`src/rtl/wb_pkg.sv`:
```
// Shared types for the MEM/WB pipeline latch: default payload record and occupancy states.
package wb_pkg;

  localparam int unsigned DATA_W = 32;
  localparam int unsigned REG_W  = 5;

  typedef struct packed {
    logic [DATA_W-1:0] aluresult;
    logic [DATA_W-1:0] readdata;
    logic [REG_W-1:0]  writereg;
    logic              regwrite;
    logic              memtoreg;
  } wb_entry_t;

  typedef enum logic [1:0] {
    EMPTY = 2'd0,
    ONE   = 2'd1,
    FULL  = 2'd2
  } wb_state_t;

endpackage

```
`src/rtl/sat_counter.sv`:
```
// Saturating up-counter with enable and synchronous active-low clear.
module sat_counter #(
  parameter int unsigned Width = 16
) (
  input  logic             clk_i,
  input  logic             clr_ni,
  input  logic             en_i,
  output logic [Width-1:0] cnt_o
);

  logic [Width-1:0] cnt_q, cnt_d;

  always_comb begin
    cnt_d = cnt_q;
    if (en_i && (cnt_q != {Width{1'b1}})) begin
      cnt_d = cnt_q + Width'(1);
    end
  end

  always_ff @(posedge clk_i) begin
    if (!clr_ni) begin
      cnt_q <= '0;
    end else begin
      cnt_q <= cnt_d;
    end
  end

  assign cnt_o = cnt_q;

endmodule

```
`src/rtl/wb_pipe_latch.sv`:
```
// MEM/WB pipeline register with a two-entry skid buffer, flush, result mux and stall counter.
module wb_pipe_latch
  import wb_pkg::wb_state_t, wb_pkg::EMPTY, wb_pkg::ONE, wb_pkg::FULL;
#(
  parameter int unsigned DATA_W = 32,
  parameter int unsigned REG_W  = 5,
  parameter int unsigned CNT_W  = 16
) (
  input  logic              clk,
  input  logic              reset,
  input  logic              flush,
  input  logic              valid_MEM,
  output logic              ready_MEM,
  input  logic [DATA_W-1:0] aluresult_MEM,
  input  logic [DATA_W-1:0] readdata_MEM,
  input  logic [REG_W-1:0]  writereg_MEM,
  input  logic              regwrite_MEM,
  input  logic              memtoreg_MEM,
  output logic              valid_WB,
  input  logic              ready_WB,
  output logic [DATA_W-1:0] aluresult_WB,
  output logic [DATA_W-1:0] readdata_WB,
  output logic [REG_W-1:0]  writereg_WB,
  output logic              regwrite_WB,
  output logic [DATA_W-1:0] result_WB,
  output logic [CNT_W-1:0]  stall_cnt
);

  typedef struct packed {
    logic [DATA_W-1:0] aluresult;
    logic [DATA_W-1:0] readdata;
    logic [REG_W-1:0]  writereg;
    logic              regwrite;
    logic              memtoreg;
  } entry_t;

  wb_state_t state_q, state_d;
  entry_t    main_q, main_d;
  entry_t    skid_q, skid_d;
  entry_t    in_entry;
  logic      in_fire, out_fire;

  assign in_entry = '{
    aluresult: aluresult_MEM,
    readdata:  readdata_MEM,
    writereg:  writereg_MEM,
    regwrite:  regwrite_MEM,
    memtoreg:  memtoreg_MEM
  };

  // Ready comes from registered state only, so WB stalls never reach back into MEM.
  assign ready_MEM = (state_q != FULL) & ~flush & reset;
  assign valid_WB  = (state_q != EMPTY);
  assign in_fire   = valid_MEM & ready_MEM;
  assign out_fire  = valid_WB & ready_WB;

  always_comb begin
    state_d = state_q;
    main_d  = main_q;
    skid_d  = skid_q;
    if (flush) begin
      state_d = EMPTY;
      main_d  = '0;
      skid_d  = '0;
    end else begin
      case (state_q)
        EMPTY: begin
          if (in_fire) begin
            state_d = ONE;
            main_d  = in_entry;
          end
        end
        ONE: begin
          if (in_fire && out_fire) begin
            main_d = in_entry;
          end else if (in_fire) begin
            state_d = FULL;
            skid_d  = in_entry;
          end else if (out_fire) begin
            state_d = EMPTY;
          end
        end
        FULL: begin
          if (out_fire) begin
            state_d = ONE;
            main_d  = skid_q;
          end
        end
        default: state_d = EMPTY;
      endcase
    end
  end

  always_ff @(posedge clk) begin
    if (!reset) begin
      state_q <= EMPTY;
      main_q  <= '0;
      skid_q  <= '0;
    end else begin
      state_q <= state_d;
      main_q  <= main_d;
      skid_q  <= skid_d;
    end
  end

  assign aluresult_WB = main_q.aluresult;
  assign readdata_WB  = main_q.readdata;
  assign writereg_WB  = main_q.writereg;
  assign regwrite_WB  = main_q.regwrite & valid_WB;
  assign result_WB    = main_q.memtoreg ? main_q.readdata : main_q.aluresult;

  // Flush leaves the count alone; only reset clears it.
  sat_counter #(
    .Width (CNT_W)
  ) u_stall_cnt (
    .clk_i  (clk),
    .clr_ni (reset),
    .en_i   ((state_q == FULL) && !out_fire),
    .cnt_o  (stall_cnt)
  );

endmodule

```
`config.mk`:
```
export PLATFORM = sky130hd
export DESIGN_NAME = wb_pipe_latch
export DESIGN_NICKNAME = d
export VERILOG_FILES = /design/src/rtl/wb_pkg.sv /design/src/rtl/sat_counter.sv /design/src/rtl/wb_pipe_latch.sv
export SDC_FILE = /design/constraint.sdc
export NUM_CORES = 1
export LEC_CHECK = 0
export BUFFER_PORTS_ARGS = -buffer_cell sky130_fd_sc_hd__buf_4
export CAP_MARGIN = 20
export CELL_PAD_IN_SITES_DETAIL_PLACEMENT = 1
export CELL_PAD_IN_SITES_GLOBAL_PLACEMENT = 1
export CORE_MARGIN = 5
export CORE_UTILIZATION = 39
export DETAILED_ROUTE_END_ITERATION = 10
export HOLD_SLACK_MARGIN = 0.02
export PLACE_DENSITY = 0.8
export SYNTH_ARGS = -nofsm -noshare
export SYNTH_HDL_FRONTEND = slang
export SYNTH_SLANG_ARGS = --single-unit
```
`constraint.sdc`:
```
create_clock -name clk -period 2.3 [get_ports clk]
set_input_delay 0.115 -clock clk [delete_from_list [all_inputs] [get_ports clk]]
set_output_delay 0.115 -clock clk [all_outputs]
set_load 0.005 [all_outputs]
```
==> metrics <==
Setup Total Neg Slack=0 ns; PostCTS Resize Cnt=0; Syn Std Cell Area=around 7400 um2; dpl cell area=roughly 8600 um2; Layout fillers=approximately 2200; die boundary height=approximately 150 um; gr busiest metal=met2; Slew Viols, Final=0; die area=around 22000 um2; syn avg cell area=roughly 8.8 um2; final worst-path cycle share=0.941; Final Setup Violations=0; Worst EP required=~2.6 ns; Startpoint Class=flip-flop; fmax=about 460 MHz; clk_skew=about 0.012 ns; Mapped Nets=921; # clock sinks=160; met3 Usage GRT=0.0484; worst-path fanout max=around 130; CP bufs+invs=2; H-tree levels=4; CORE AREA=approximately 19000 um2; unrepaired setup endpoints after global routing=false; gr ovfl total=0; Routed Antenna Nets=0; number of synthesized register bits=160; depth of the worst register-to-register path=6; CTS tree=yes; Initial Util=0.396; share of cells above drive strength 1=0.275; Reg-to-Reg Start=state_q[1]; Hold Crit Class=input port to flip-flop; DRT iter0 DRCs=around 310; Residual DRC=0; Slew @ Worst Pin=between 0.8 and 0.9 ns; delay-heaviest family, CP=buffers and inverters; Rel. slew slack=0.405; Hold Crit Depth=3; NumNets Final=roughly 1100; initial antenna violation count=3; DR vias=6722; Synth Warn #=0; largest net degree at the start of global routing=between 100 and 150; CTS clock-pin slew for the worst setup and hold paths=approximately 0.07 ns; largest stage delay on the critical path=between 0.5 and 0.6 ns; post-layout util=0.533; number of port buffers=195; Post-Synthesis Cells=approximately 840; max cap viols=0; CTS Buf Count=17; sequential standard cell area=between 3000 and 4000 um2; Hold Buf Count CTS=72; post-synthesis sequential area ratio=0.431; CTS root buf=clkbuf_16; Leak Pwr=0.00482 uW; Synth cell types=43; Worst R2R End=aluresult_WB[26]; worst path arrival time=about 2.5 ns; Synth area leader=dfxtp_1; post-CTS setup buffer count=0; Fin. Hold Viols=0; Critical-path top delay cell=dfxtp_1; GRT Resource Usage Total=0.218; Core Rows=50; Critical Path End Type=flip-flop; gp weighted congestion=roughly 0.79; post-synth top area share=0.431; post-layout min period=~2.2 ns; status=completed; Area Growth Syn to Fin=34.5%; synth top area cells=dfxtp_1, mux2i_1, nand2_1, a211oi_1, buf_4; worst hold start=reset; global-route wire length before repair=38600 um; Peak VDD IR=between 0.5 and 0.6 mV; Clock Path Buffers=2; CP Cell Sequence=buf_4, nand3b_1, o41ai_4, buf_12, nor2_1, a211oi_1; vias in the first global route=7015; total power=between 6000 and 7000 uW; met1 Use GR=0.274; Hold Path Sink=u_stall_cnt.cnt_o[9]; total wire length=24100 um; hpwl dp=roughly 15000 um; Die Wd=about 150 um; Vias/cell=around 5.3; global-route track usage on met2=0.373; Design Area, Final=~10000 um2; routed len/inst=between 15 and 20 um; First-pass DRT Iterations=7; IO Count=slightly below 200; pwr/cell area=just under 700 nW/um2; CP Class=flip-flop to flip-flop; reg2reg setup slack=~0.14 ns; area of the multi-input gates=3460 um2; worst skew pair latency=roughly 0.43 ns
-- cell families (layout without fill, tap and decap cells) --
family                   count (synthesis)  count (layout)  synth area share
XOR/XNOR                                 1               1           0.00118
buffers and inverters                  132             316             0.108
AO/OA/AOI/OAI                           93              93            0.0945
other                                    0               2                 0
flip-flops                             160             160             0.431
multiplexers                           110             110             0.153
adder cells (fa/ha/maj)                  1               1           0.00168
AND/OR/NAND/NOR                        347             347             0.211
-- per-stage QoR --
stage | instances | hold WS (ns) | worst slack, ns
finish | 1264 | 0.0756 | 0.137
floorplan | 844 | 0.214 | 0.650
CTS | 1262 | 0.0632 | 0.178
detailed placement | 1158 | 0.317 | 0.262
global route | 1264 | 0.0845 | 0.0681
global placement | 1158 | 0.309 | 0.444
-- registers in the layout, summed over array words and instances, names as in the netlist --
name and count:
aluresult_WB 32, state_q 2, skid_q 71, main_q 2, writereg_WB 5, readdata_WB 32, u_stall_cnt.cnt_o 16
-- routing by layer --
| metal | vias up | part of all wire |
|---|---|---|
| li1 | 3191 | - |
| met1 | 3306 | 0.44 |
| met2 | 170 | 0.49 |
| met3 | 53 | 0.045 |
| met4 | 2 | 0.024 |
| met5 | - | 0.00029 |
-- cells in the mapped netlist (all sizes together) --
cell / n
nor2b: 2
o41ai: 2
or4bb: 1
o311ai: 1
nor3b: 3
nor4: 1
nor2: 72
buf: 109
nand2b: 7
dfxtp: 160
xnor2: 1
nand4b: 1
nand4: 7
clkbuf: 22
or4: 1
mux2i: 78
nor3: 3
ha: 1
nand3: 75
a211oi: 71
and4: 1
nand2: 155
nor4b: 2
inv: 1
o2111ai: 1
or3: 7
o21ai: 8
and3: 3
and2: 4
nand3b: 1
o31ai: 1
o22a: 1
mux2: 32
a21boi: 8
or2: 1
-- cell usage in the layout, fill, tap and decap left out, types with 2 or more instances in the layout --
cell / netlist / layout
a211oi_1: 71 / 71
a21boi_0: 7 / 7
and2_1: 4 / 4
and3_1: 3 / 3
buf_12: 0 / 4
buf_4: 70 / 207
bufinv_16: 0 / 6
clkbuf_16: 0 / 17
clkbuf_8: 0 / 2
clkinv_4: 0 / 3
clkinvlp_4: 0 / 2
dfxtp_1: 160 / 159
diode_2: 0 / 2
dlygate4sd3_1: 0 / 72
mux2_2: 32 / 32
mux2i_1: 78 / 78
nand2_1: 155 / 155
nand2b_1: 7 / 5
nand2b_4: 0 / 2
nand3_1: 75 / 75
nand4_1: 6 / 6
nor2_1: 72 / 72
nor3_1: 3 / 3
nor3b_1: 2 / 2
o21ai_0: 8 / 8
or3_1: 7 / 7
-- area by class of cell --
class / instances / share of cell area
Multi-Input combinational cell: 552 / 0.345
Inverter: 1 / 0.000375
Clock buffer: 20 / 0.0457
Tap cell: 234 / 0.0293
Sequential cell: 160 / 0.320
Timing Repair Buffer: 283 / 0.235
Antenna cell: 2 / 0.000500
Clock inverter: 12 / 0.0230
-- worst max-delay path by stage --
stage          slack (ns)                    end  cells past startpoint                  from
6_report             0.14       aluresult_WB[26]                      6            state_q[1]
5_1_grt              0.07       aluresult_WB[26]                      6            state_q[1]
4_1_cts              0.18              ready_MEM                      4            state_q[0]
3_5_place_dp         0.26         writereg_WB[2]                      6            state_q[1]
3_3_place_gp         0.44  u_stall_cnt.cnt_o[13]                      4            state_q[1]
2_1_floorplan        0.65   u_stall_cnt.cnt_o[1]                      6  u_stall_cnt.cnt_o[0]
-- tightest hold or removal path, cell delays in order --
cell,delay [ns]
buf_4,0.20
nand2_1,0.09
mux2i_1,0.05
-- report_power, final --
group / total (uW) / switching, uW / leakage (uW) / internal, uW
registers: 2850 / 37.6 / 0.00129 / 2810
clock network: 3310 / 1200 / 0.000327 / 2100
logic: 581 / 272 / 0.00320 / 309
No activity file was read; power rests on OpenSTA's default activity.
